## src/rtl/rom_load_pkg.sv

```systemverilog
// Shared types and constants for the ioctl download sequencer.
package rom_load_pkg;

  typedef enum logic [1:0] {
    ST_LOAD,
    ST_FLUSH,
    ST_HOLD,
    ST_RUN
  } state_t;

  localparam logic [7:0] IDX_ROM = 8'd0;
  localparam logic [7:0] IDX_MOD = 8'd1;
  localparam logic [7:0] IDX_DIP = 8'd254;

  localparam int unsigned DIP_BYTES = 8;

endpackage

```

## src/rtl/rom_wr_fifo.sv

```systemverilog
// Synchronous ROM write FIFO. Head is shown through a registered valid flag,
// so a fresh entry into an empty FIFO becomes visible one edge after its push.
module rom_wr_fifo #(
  parameter int unsigned WIDTH = 24,
  parameter int unsigned DEPTH = 4
) (
  input  logic                     clk,
  input  logic                     rst_n,
  input  logic                     push,
  input  logic [WIDTH-1:0]         push_data,
  input  logic                     pop,
  output logic                     head_valid,
  output logic [WIDTH-1:0]         head_data,
  output logic [$clog2(DEPTH):0]   count,
  output logic                     empty,
  output logic                     drop
);

  localparam int unsigned PW = $clog2(DEPTH);
  localparam int unsigned CW = PW + 1;
  localparam logic [CW-1:0] FULL_CNT = CW'(DEPTH);

  logic [WIDTH-1:0] mem [DEPTH];
  logic [PW:0]      wr_ptr;
  logic [PW:0]      rd_ptr;
  logic             full;
  logic             do_push;
  logic             do_pop;

  assign count     = wr_ptr - rd_ptr;
  assign empty     = (count == '0);
  assign full      = (count == FULL_CNT);
  assign do_pop    = pop & head_valid;
  assign do_push   = push & (~full | do_pop);
  assign drop      = push & ~do_push;
  assign head_data = mem[rd_ptr[PW-1:0]];

  always_ff @(posedge clk or negedge rst_n) begin
    if (!rst_n) begin
      wr_ptr     <= '0;
      rd_ptr     <= '0;
      head_valid <= 1'b0;
      for (int unsigned i = 0; i < DEPTH; i++) begin
        mem[i] <= '0;
      end
    end else begin
      if (do_push) begin
        mem[wr_ptr[PW-1:0]] <= push_data;
        wr_ptr              <= wr_ptr + 1'b1;
      end
      if (do_pop) begin
        rd_ptr <= rd_ptr + 1'b1;
      end
      // Valid tracks entries already stored before this edge, minus the one leaving now.
      head_valid <= (count > CW'(do_pop));
    end
  end

endmodule

```

## src/rtl/rom_load_ctrl.sv

```systemverilog
// Routes the HPS ioctl stream to ROM/mod/DIP targets and sequences core reset
// around downloads.
module rom_load_ctrl
  import rom_load_pkg::*;
#(
  parameter int unsigned ADDR_W        = 16,
  parameter int unsigned FIFO_DEPTH    = 4,
  parameter int unsigned SETTLE_CYCLES = 256
) (
  input  logic                    clk_sys,
  input  logic                    reset_n,
  input  logic                    ioctl_download,
  input  logic                    ioctl_wr,
  input  logic [24:0]             ioctl_addr,
  input  logic [7:0]              ioctl_dout,
  input  logic [7:0]              ioctl_index,
  output logic                    ioctl_wait,
  input  logic                    ext_reset,
  output logic                    rom_valid,
  input  logic                    rom_ready,
  output logic [ADDR_W-1:0]       rom_addr,
  output logic [7:0]              rom_data,
  output logic [7:0]              mod_id,
  output logic [8*DIP_BYTES-1:0]  dip_sw,
  output logic                    core_reset,
  output logic                    overflow
);

  localparam int unsigned CW = $clog2(FIFO_DEPTH) + 1;
  localparam int unsigned SW = $clog2(SETTLE_CYCLES + 1);
  localparam logic [SW-1:0] SETTLE_LOAD = SW'(SETTLE_CYCLES - 1);
  localparam logic [CW-1:0] WAIT_LEVEL  = CW'(FIFO_DEPTH - 1);

  state_t                   state_q, state_d;
  logic [SW-1:0]            settle_q, settle_d;
  logic                     core_reset_q;
  logic                     download_q;
  logic                     overflow_q;
  logic                     wait_q;
  logic [7:0]               mod_q;
  logic [8*DIP_BYTES-1:0]   dip_q;

  logic                     rom_hit;
  logic                     mod_hit;
  logic                     dip_hit;
  logic                     fifo_empty;
  logic                     fifo_drop;
  logic [CW-1:0]            fifo_count;
  logic [ADDR_W+7:0]        fifo_head;

  assign rom_hit = ioctl_wr && (ioctl_index == IDX_ROM) && ((ioctl_addr >> ADDR_W) == '0);
  assign mod_hit = ioctl_wr && (ioctl_index == IDX_MOD);
  assign dip_hit = ioctl_wr && (ioctl_index == IDX_DIP) && (ioctl_addr[24:3] == '0);

  rom_wr_fifo #(
    .WIDTH (ADDR_W + 8),
    .DEPTH (FIFO_DEPTH)
  ) u_fifo (
    .clk        (clk_sys),
    .rst_n      (reset_n),
    .push       (rom_hit),
    .push_data  ({ioctl_addr[ADDR_W-1:0], ioctl_dout}),
    .pop        (rom_ready),
    .head_valid (rom_valid),
    .head_data  (fifo_head),
    .count      (fifo_count),
    .empty      (fifo_empty),
    .drop       (fifo_drop)
  );

  assign rom_addr   = fifo_head[ADDR_W+7:8];
  assign rom_data   = fifo_head[7:0];
  assign ioctl_wait = wait_q;
  assign mod_id     = mod_q;
  assign dip_sw     = dip_q;
  assign core_reset = core_reset_q;
  assign overflow   = overflow_q;

  always_comb begin
    state_d  = state_q;
    settle_d = settle_q;
    if (ioctl_download) begin
      state_d = ST_LOAD;
    end else begin
      case (state_q)
        ST_LOAD:  state_d = ST_FLUSH;
        ST_FLUSH: begin
          if (fifo_empty && !rom_valid) begin
            state_d  = ST_HOLD;
            settle_d = SETTLE_LOAD;
          end
        end
        ST_HOLD: begin
          if (ext_reset) begin
            settle_d = SETTLE_LOAD;
          end else if (settle_q == '0) begin
            state_d = ST_RUN;
          end else begin
            settle_d = settle_q - 1'b1;
          end
        end
        ST_RUN: begin
          if (ext_reset) begin
            state_d  = ST_HOLD;
            settle_d = SETTLE_LOAD;
          end
        end
        default:  state_d = ST_HOLD;
      endcase
    end
  end

  always_ff @(posedge clk_sys or negedge reset_n) begin
    if (!reset_n) begin
      state_q      <= ST_HOLD;
      settle_q     <= SETTLE_LOAD;
      core_reset_q <= 1'b1;
      download_q   <= 1'b0;
      overflow_q   <= 1'b0;
      wait_q       <= 1'b0;
      mod_q        <= '0;
      dip_q        <= '1;
    end else begin
      state_q      <= state_d;
      settle_q     <= settle_d;
      core_reset_q <= (state_d != ST_RUN);
      download_q   <= ioctl_download;
      wait_q       <= (fifo_count >= WAIT_LEVEL);
      // A drop in the same cycle as a new download start still reports.
      if (fifo_drop) begin
        overflow_q <= 1'b1;
      end else if (ioctl_download && !download_q) begin
        overflow_q <= 1'b0;
      end
      if (mod_hit) begin
        mod_q <= ioctl_dout;
      end
      if (dip_hit) begin
        dip_q[{ioctl_addr[2:0], 3'b000} +: 8] <= ioctl_dout;
      end
    end
  end

endmodule
```

## config.mk

```make
export PLATFORM = sky130hd
export DESIGN_NAME = rom_load_ctrl
export DESIGN_NICKNAME = d
export VERILOG_FILES = /design/src/rtl/rom_load_pkg.sv /design/src/rtl/rom_wr_fifo.sv /design/src/rtl/rom_load_ctrl.sv
export SDC_FILE = /design/constraint.sdc
export NUM_CORES = 1
export LEC_CHECK = 0
export BUFFER_PORTS_ARGS = -buffer_cell sky130_fd_sc_hd__buf_2
export CORE_UTILIZATION = 45
export CTS_BUF_LIST = sky130_fd_sc_hd__clkbuf_4 sky130_fd_sc_hd__clkbuf_8
export DETAILED_ROUTE_END_ITERATION = 10
export PLACE_DENSITY = 0.67
export SKIP_LAST_GASP = 1
export SLEW_MARGIN = 20
export SYNTH_ARGS = -nofsm -noshare
export SYNTH_HDL_FRONTEND = slang
export SYNTH_SLANG_ARGS = --single-unit
```

## constraint.sdc

```tcl
create_clock -name clk_sys -period 6.7 [get_ports clk_sys]
set_clock_uncertainty 0.2 [all_clocks]
set_input_delay 1.675 -clock clk_sys [delete_from_list [all_inputs] [get_ports clk_sys]]
set_output_delay 1.675 -clock clk_sys [all_outputs]
set_load 0.05 [all_outputs]
```

Word-level counts from Yosys, hierarchy flattened. Index checks and enable logic that the tools add are counted.

Bits in registers: 190. Input port bits: 47. Output and inout bits: 100. Word-level logic and storage cells: 85.

$add $sub $neg: 5. Order comparisons: 5. Equality and inequality tests: 10. Shift-type cells: 2. Multiplexer cells: 20. Bitwise gates (word level): 9. Reductions and logical operators: 19.

Operators by type and width (count): bitwise mux 96 bit (1); 2-to-1 mux 24 bit (3); bitwise mux 64 bit (1); variable shift 8 x 8 -> 64 bit, first input constant (1); indexed part select 8 x 8 -> 64 bit (1); binary-select mux 24 bit (select 2 bit) (1); demux 24 bit (select 2 bit) (1); 2-to-1 mux 9 bit (4); case mux 9 bit (3 select lines) (1); zero test 25 bit (1); zero test 22 bit (1); 2-to-1 mux 2 bit (5); zero test 9 bit (1); subtractor 9 x 1 -> 9 bit, second input constant (1); equality test 8 x 1 -> 1 bit, second input constant (1); equality test 8 bit, second input constant (1); logical AND 1 bit (8); zero test 8 bit (1); negation 6 -> 8 bit (1); case mux 2 bit (4 select lines) (1); adder 3 x 1 -> 3 bit, second input constant (2); >= comparator 3 bit, second input constant (2); != test 2 bit, second input constant (3); NOT 2 -> 3 bit (2); 18 further kinds (25).

Longest topological paths before layout. Gate-level depths: netlist of the first run.

Depth in word-level cells: 8. Depth in mapped cells: 9. Mapped depth without buffers: 7.

Hierarchy. Synthesis of the first run repeated with hierarchy kept, for this count alone.

Cells, all modules: 578. Area, all modules: 8667.1 sq um.

Modules (own cells, without submodules): rom_wr_fifo (instances 1, cells an instance 276, area an instance 4677.0 sq um, sequential area each 2577.5 sq um); rom_load_ctrl (instances 1, cells an instance 302, area an instance 3990.1 sq um, sequential area each 2269.7 sq um).

Worst setup path after synthesis of the first run. No wires, ideal clock.

Path type: reg2out. Start: register u_fifo.rd_ptr[0]. End: output port rom_addr[0]. Data arrival time: 1991 ps. Data required time: 4825 ps. Slack: 2834 ps. Cell stages (with the launch flop): 4. Buffers on the path: 2. Cells stage by stage: dfrtp_1 -> clkbuf_1 -> buf_1 -> mux4_2.

Longest elaborated chain between the ends: 4.

RTL lines: start, declared (RTL line rom_wr_fifo.sv:25) `logic [PW:0] rd_ptr;`; start signal, assigned (RTL line rom_wr_fifo.sv:52) `rd_ptr <= rd_ptr + 1'b1;`; NOT 2 -> 3 bit (implied by the code) (RTL line rom_wr_fifo.sv:36) `assign head_data = mem[rd_ptr[PW-1:0]];`; binary-select mux 24 bit (select 2 bit) (RTL line rom_wr_fifo.sv:36); 2-to-1 mux 24 bit (implied by the code) (2 in series) (RTL line rom_wr_fifo.sv:36); end, declared (RTL line rom_load_ctrl.sv:21) `output logic [ADDR_W-1:0] rom_addr,`.

No other way between the ends. The select of a mux whose other input is x is not followed.

Worst setup path after layout of the first run.
Start: register u_fifo.rd_ptr[0]. End: output port rom_addr[6].

The elaborated chain is that of the path after synthesis.

==> results of run 1 <==
## tightest hold or removal path, cell delays in order, from the launching register on
cell and delay, ns:
sky130_fd_sc_hd__dfrtp_1 0.33, sky130_fd_sc_hd__o21ai_0 0.06, sky130_fd_sc_hd__o21ai_0 0.07
## worst max path at each step
| stage | depth (start not counted) | slack [ns] | end | startpoint |
|---|---|---|---|---|
| final | 2 | 2.50 | rom_addr[6] | u_fifo.rd_ptr[0] |
| after global routing | 2 | 2.32 | rom_addr[6] | u_fifo.rd_ptr[0] |
| after CTS | 2 | 2.40 | rom_data[4] | u_fifo.rd_ptr[0] |
| after detailed placement | 5 | 2.13 | u_fifo.mem[3] | ioctl_index[4] |
| after global placement | 5 | 2.15 | u_fifo.mem[7] | ioctl_index[4] |
| after floorplan | 3 | 2.83 | rom_addr[0] | u_fifo.rd_ptr[0] |
## final cells by class
class / instances / area share (%)
Clock buffer: 17 / 2.40
Inverter: 14 / 0.539
Clock inverter: 15 / 1.50
Timing Repair Buffer: 149 / 7.82
Sequential cell: 190 / 49.8
Tap cell: 229 / 2.94
Multi-Input combinational cell: 317 / 35.0
## cell usage in the layout, fill, tap and decap left out, drive strengths merged, types with 5 or more instances in the layout
cell | netlist | final
nor3 | 8 | 8
a31oi | 6 | 6
dfrtp | 116 | 116
nand4 | 14 | 14
a41oi | 6 | 6
nor2 | 5 | 5
o21ai | 5 | 5
dfstp | 74 | 74
inv | 14 | 22
mux4 | 24 | 24
mux2 | 171 | 171
buf | 14 | 148
nor4 | 10 | 10
clkinv | 0 | 5
clkbuf | 15 | 18
nand2 | 9 | 9
ha | 15 | 15
## sequential cells by signal, summed over array words and instances, names as in the netlist, 2 cells and up
register	count
u_fifo.mem	96
dip_sw	64
settle_q	9
mod_id	8
u_fifo.rd_ptr	3
u_fifo.wr_ptr	3
state_q	2
## routing by layer
layer | up-vias | global-route usage, % | part of all wire, %
met2 | 130 | 35.3 | 52
met4 | 0 | 6.08 | 1.2
li1 | 2328 | - | -
met3 | 14 | 5.63 | 4.8
met1 | 2742 | 26.1 | 42
met5 | - | 0 | 0
## power groups by stage
stage	sequential [uW]	clock (uW)	combinational, uW
floorplan	1220	0	202
global placement	1250	0	272
detailed placement	1250	0	281
CTS	1230	756	282
global route	1240	804	302
finish	1230	726	277
## logic make-up (layout without fill, tap and decap cells)
| group | Yosys count | in the layout |
|---|---|---|
| adder cells (fa/ha/maj) | 16 | 16 |
| buffers and inverters | 43 | 195 |
| AND/OR/NAND/NOR | 70 | 70 |
| XOR/XNOR | 5 | 5 |
| flip-flops | 190 | 190 |
| multiplexers | 197 | 197 |
| AO/OA/AOI/OAI | 29 | 29 |
## per-stage QoR
stage / hold slack (ns) / std cells / cell area [um2] / total power (uW) / setup WS, ns
2_1_floorplan: 0.242 / 550 / 8430 / 1430 / 2.83
3_3_place_gp: 0.273 / 899 / 9360 / 1520 / 2.15
3_5_place_dp: 0.270 / 899 / 9360 / 1530 / 2.13
4_1_cts: 0.289 / 931 / 9740 / 2270 / 2.40
5_1_grt: 0.324 / 931 / 9740 / 2340 / 2.32
6_report: 0.293 / 931 / 9740 / 2230 / 2.50
==> out/results.md, run 1 <==
- **transition time at the pin with the least slew margin** 1.04 ns
- **CTS tree** built
- **# hold bufs at CTS** 0
- **largest family of logic cells by synthesized area** multiplexers
- **Final Routed Wirelength** 18.6 mm
- **insertion delay to the later sink of the worst-skew pair** 0.46 ns
- **initial antenna violation count** 0
- **post-synthesis share of cell area spent on xor and xnor gates** 0.683%
- **most numerous cell in the Yosys netlist** sky130_fd_sc_hd__mux2_2
- **clock-pin slew on the worst setup and hold paths** 0.10 ns
- **Rows** 49
- **Longest Clk Path Bufs** 2
- **cts repair resizes** 0
- **register cell area after layout** 4850 um2
- **pwr dens** 229 nW/um2
- **Max Slew Vio Count** 0
- **Hold Path Sink** overflow
- **data arrival time of the critical path** 2.33 ns
- **TritonRoute pass-1 iters** 9
- **number of fill cells** 1525
- **simple-gate portion of the synthesized area** 5.42%
- **startpoint kind of the worst setup timing path** flip-flop
- **instance count of the mapped netlist** 550
- **Final Core Density** 53.7%
- **largest cells by area after synthesis** sky130_fd_sc_hd__dfrtp_1 (34%), sky130_fd_sc_hd__dfstp_2 (23%), sky130_fd_sc_hd__mux2_2 (23%)
- **CP Cell Sequence** mux4_2 > buf_2
- **min Tclk post-route** 4.20 ns
- **critical path class** flip-flop to output pin
- **Top delay family on crit path** flip-flops
- **GRT overflow** 0
- **Seq/Total Area, Yosys** 57.5%
- **synthesized-area fraction occupied by ao, oa, aoi and oai cells** 2.42%
- **root buffer cell** sky130_fd_sc_hd__clkbuf_8
- **per-instance average area after synthesis** 15.3 um2
- **sequential share of power** 55.0%
- **H-tree levels** 4
- **worst hold path class** flip-flop to flip-flop
- **ANT nets after route** 0
- **launch point of the worst reg-to-reg path** u_fifo.rd_ptr[0]
- **area of the die** 19300 um2
- **first-pass GRT wire length** 31.1 mm
- **headroom to the max-slew limit** 30.6%
- **count of different cell masters after synthesis** 44
- **violated checks** DRC
- **reg-to-reg critical path endpoint** u_fifo.mem[3]
- **cell count of the worst hold path** 2
- **count of buffer and inverter cells on the critical path** 1
- **number of buffers inserted by port buffering** 146
- **Detailed Route Iter0 Violations** 216
- **setup repair after global routing missed its margin** no
- **Fmax** 238 MHz
- **via count of the first global-routing pass** 5717
- **die width** 139 um
- **antenna diode instance count** 0
- **area of the placeable core** 18100 um2
- **Sinks on Clock Net** 190
- **layout cell share with drive strength beyond 1** 65.5%
- **total global-route track usage** 20.8%
- **Starting Density** 46.5%
- **setup violators final** 0
- **floorplan die height** 139 um
- **crit path capture type** output pin
- **most instantiated flip-flop cell in the synthesis netlist** sky130_fd_sc_hd__dfrtp_1
- **P_sw** 665 uW
- **DRC violations left** 7
- **post-synthesis sequential element count** 190
- **largest fanout on the critical path** 27
- **net count of the mapped netlist** 613
- **via density per instance** 5.60
- **data required time at the worst endpoint** 4.83 ns
- **area of the multi-input gates** 3410 um2
- **post-route fraction of the period consumed by the critical path** 62.7%
- **final total negative setup slack** 0 ns
- **Area growth syn-to-layout** 15.6%
- **sum of net half-perimeters after detailed placement** 12.7 mm
- **net switching share of the total power** 29.8%
- **Routability Congestion** 0.837
- **worst min-delay path startpoint** download_q
- **result of the run** finished, violations left
- **number of warning messages in the yosys log** 0
- **Leak** 0.00486 uW
- **combinational power share** 12.4%
- **maximum number of pins on one net before global-route repair** 71
- **proportion of synthesized flip-flops having asynchronous set or reset** 100%
- **boundary pin count** 147
- **share of cell area taken by muxes after synthesis** 29.5%
- **final hold violations** 0
- **net count reported at finish** 752
- **CTS buffer count** 17
- **relative contribution of the clock network to total power** 32.6%
- **r2r worst-path depth** 6
- **cell type of the slowest stage on the worst timing path** sky130_fd_sc_hd__dfrtp_2
- **number of violations of the max-capacitance limit** 0
- **Max IR drop VDD** 0.000145 V
- **internal reg-to-reg setup slack** 2.81 ns
- **commonest cells in the netlist** sky130_fd_sc_hd__mux2_2 (171), sky130_fd_sc_hd__dfrtp_1 (116), sky130_fd_sc_hd__dfstp_2 (74)
- **synthesized-area fraction occupied by adder cells** 2.46%
- **P_int** 1560 uW
- **vias** 5214
- **routed len/inst** 20.0 um
- **number of buffers added for setup after CTS** 0
- **number of synthesized flops with an enable pin** 0
- **area share of the largest cell type after synthesis** 34.4%
- **peak per-stage delay on the critical path** 0.99 ns
- **Syn Std Cell Area** 8430 um2
- **Synth area leader** sky130_fd_sc_hd__dfrtp_1
No activity file was read; power rests on OpenSTA's default activity.
==> run 2, diff against run 1 <==
==> constraint.sdc (replaced) <==
create_clock -name clk_sys -period 4.4 [get_ports clk_sys]
set_clock_uncertainty 0.2 [all_clocks]
set_input_delay 1.1 -clock clk_sys [delete_from_list [all_inputs] [get_ports clk_sys]]
set_output_delay 1.1 -clock clk_sys [all_outputs]
set_load 0.05 [all_outputs]
==> out/results.md, run 2 (synthesis results as in run 1) <==
- **result of the run** finished, violations left, unchanged
- **violated checks** DRC, unchanged
- **DRC violations left** 6, was 7
- **worst hold path class** flip-flop to flip-flop, unchanged
- **data arrival time of the critical path** 2.13 ns, was 2.33 ns
- **layer with the highest usage** met2, unchanged
- **number of buffers added for setup after CTS** 0, unchanged
- **Final Routed Wirelength** 18.8 mm, was 18.6 mm
- **post-route cell area** 9770 um2, was 9740 um2
- **net count reported at finish** 756, was 752
- **Global Route met3 Usage** 4.56%, was 5.63%
- **initial antenna violation count** 0, unchanged
- **placed inst area** 9400 um2, was 9360 um2
- **routed len/inst** 20.1 um, was 20.0 um
- **TritonRoute pass-1 iters** 10, was 9
- **Max IR drop VDD** 0.000184 V, was 0.000145 V
- **antenna diode instance count** 0, unchanged
- **met1 track demand over resource in global routing** 25.5%, was 26.1%
- **register cell area after layout** 4850 um2, unchanged
- **Final Core Density** 53.8%, was 53.7%
- **number of fill cells** 1518, was 1525
- **final hold violations** 0, unchanged
- **Fmax** 292 MHz
- **flip-flop count of the largest register, all copies and words added** 96, unchanged
- **clock-pin slew on the worst setup and hold paths** 0.09 ns, was 0.10 ns
- **maximum number of pins on one net before global-route repair** 122, was 71
- **transition time at the pin with the least slew margin** 0.648 ns, was 1.04 ns
- **Detailed Route Iter0 Violations** 231, was 216
- **Sinks on Clock Net** 190, unchanged
- **post-route fraction of the period consumed by the critical path** 77.9%
- **via count of the first global-routing pass** 5564, was 5717
- **area of the multi-input gates** 3410 um2, unchanged
- **Max Slew Vio Count** 0, unchanged
- **number of buffers inserted by port buffering** 146, unchanged
- **final total negative setup slack** 0 ns, unchanged
- **Area growth syn-to-layout** 15.9%, was 15.6%
- **via density per instance** 5.54, was 5.60
- **top register by number of flip-flops** u_fifo.mem, unchanged
- **setup violators final** 0, unchanged
- **Longest Clk Path Bufs** 2, unchanged
- **crit path capture type** output pin, unchanged
- **Starting Density** 46.5%, unchanged
- **GRT overflow** 0, unchanged
- **commonest cells after routing, fill and taps aside** sky130_fd_sc_hd__mux2_2 (171), sky130_fd_sc_hd__buf_2 (145), sky130_fd_sc_hd__dfrtp_1 (115), unchanged
- **layout cell share with drive strength beyond 1** 65.7%, was 65.5%
- **area of the placeable core** 18100 um2, unchanged
- **Leak** 0.00488 uW, was 0.00486 uW
- **peak per-stage delay on the critical path** 0.61 ns, was 0.99 ns
- **area of the die** 19300 um2, unchanged
- **GR Layer Usage met2** 35.7%, was 35.3%
- **Fin Hold WS** 0.295 ns, was 0.293 ns
- **CTS buffer count** 17, unchanged
- **sum of net half-perimeters after detailed placement** 12.8 mm, was 12.7 mm
- **vias** 5183, was 5214
- **# hold bufs at CTS** 0, unchanged
- **number of violations of the max-capacitance limit** 0, unchanged
- **Rows** 49, unchanged
- **first-pass GRT wire length** 30.4 mm, was 31.1 mm
- **critical path class** flip-flop to output pin, unchanged
- **insertion delay to the later sink of the worst-skew pair** 0.45 ns, was 0.46 ns
- **cell type of the slowest stage on the worst timing path** sky130_fd_sc_hd__mux4_2, was sky130_fd_sc_hd__dfrtp_2
- **cts repair resizes** 0, unchanged
- **die width** 139 um, unchanged
- **ANT nets after route** 0, unchanged
- **root buffer cell** sky130_fd_sc_hd__clkbuf_8, unchanged
- **setup repair after global routing missed its margin** no, unchanged
- **CTS tree** built, unchanged
- **startpoint kind of the worst setup timing path** flip-flop, unchanged
- **headroom to the max-slew limit** 56.8%, was 30.6%
- **total global-route track usage** 20.5%, was 20.8%
- **data required time at the worst endpoint** 3.10 ns, was 4.83 ns
- **boundary pin count** 147, unchanged
- **CP Cell Sequence** buf_4 > mux4_2 > buf_2, was mux4_2 > buf_2
- **pwr dens** 346 nW/um2, was 229 nW/um2
- **post-route total power** 3380 uW, was 2230 uW
- **largest fanout on the critical path** 26, was 27
- **floorplan die height** 139 um, unchanged
- **min Tclk post-route** 3.43 ns
- **Routability Congestion** 0.769, was 0.837
- **H-tree levels** 4, unchanged
- **most frequent standard cell in the layout excluding fill and tap cells** sky130_fd_sc_hd__mux2_2, unchanged
==> run 2: cell types whose count changed in the layout (fill, tap and decap cells not counted), moves of 2 or more <==
cell,before,now
sky130_fd_sc_hd__inv_6,2,4
sky130_fd_sc_hd__clkinv_2,0,3
sky130_fd_sc_hd__buf_4,3,6
sky130_fd_sc_hd__clkbuf_8,18,20
sky130_fd_sc_hd__inv_8,5,2
==> run 2: routing by layer <==
metal | part of all wire, % | routed length, um | up-vias
li1 | - | - | 2340
met1 | 42 | 7980 | 2704
met2 | 52 | 9700 | 119
met3 | 4.5 | 843 | 20
met4 | 1.4 | 266 | 0
met5 | 0 | 0 | -
==> run 2: stage by stage <==
step / worst slack, ns / instances
6_report: 0.971 / 935
3_3_place_gp: 0.889 / 903
4_1_cts: 0.885 / 935
5_1_grt: 0.828 / 935
2_1_floorplan: 1.11 / 550
3_5_place_dp: 0.706 / 903
==> run 2: path summary, 6_finish.rpt <==
| check | from | end | slack, ns | cells after the start |
|---|---|---|---|---|
| worst max-delay path | u_fifo.rd_ptr[0] | rom_data[4] | 0.97 | 3 |
| worst min-delay path | download_q | overflow | 0.29 | 2 |
| worst max register to register | u_fifo.wr_ptr[0] | u_fifo.mem[59] | 1.18 | 8 |
| worst min register to register | download_q | overflow | 0.29 | 2 |
| max in group asynchronous | reset_n | u_fifo.mem[29] | 2.53 | 2 |
| min in group asynchronous | reset_n | state_q[0] | 0.44 | 1 |
==> run 2: cell type report <==
class / instances / share of cell area, %
Sequential cell: 190 / 49.6
Multi-Input combinational cell: 317 / 34.9
Timing Repair Buffer: 153 / 8.23
Tap cell: 229 / 2.93
Clock buffer: 19 / 2.68
Clock inverter: 13 / 1.09
Inverter: 14 / 0.538
==> run 2: power by group <==
| part | switching (uW) | internal [uW] |
|---|---|---|
| Sequential | 18.9 | 1780 |
| Combinational | 318 | 189 |
| Clock | 641 | 436 |
==> run 2: worst max-delay path, delay by kind of cell (launching register included) <==
family	cells	cell delay, ns
buffers and inverters	2	0.69
DFF	1	0.37
muxes	1	0.61
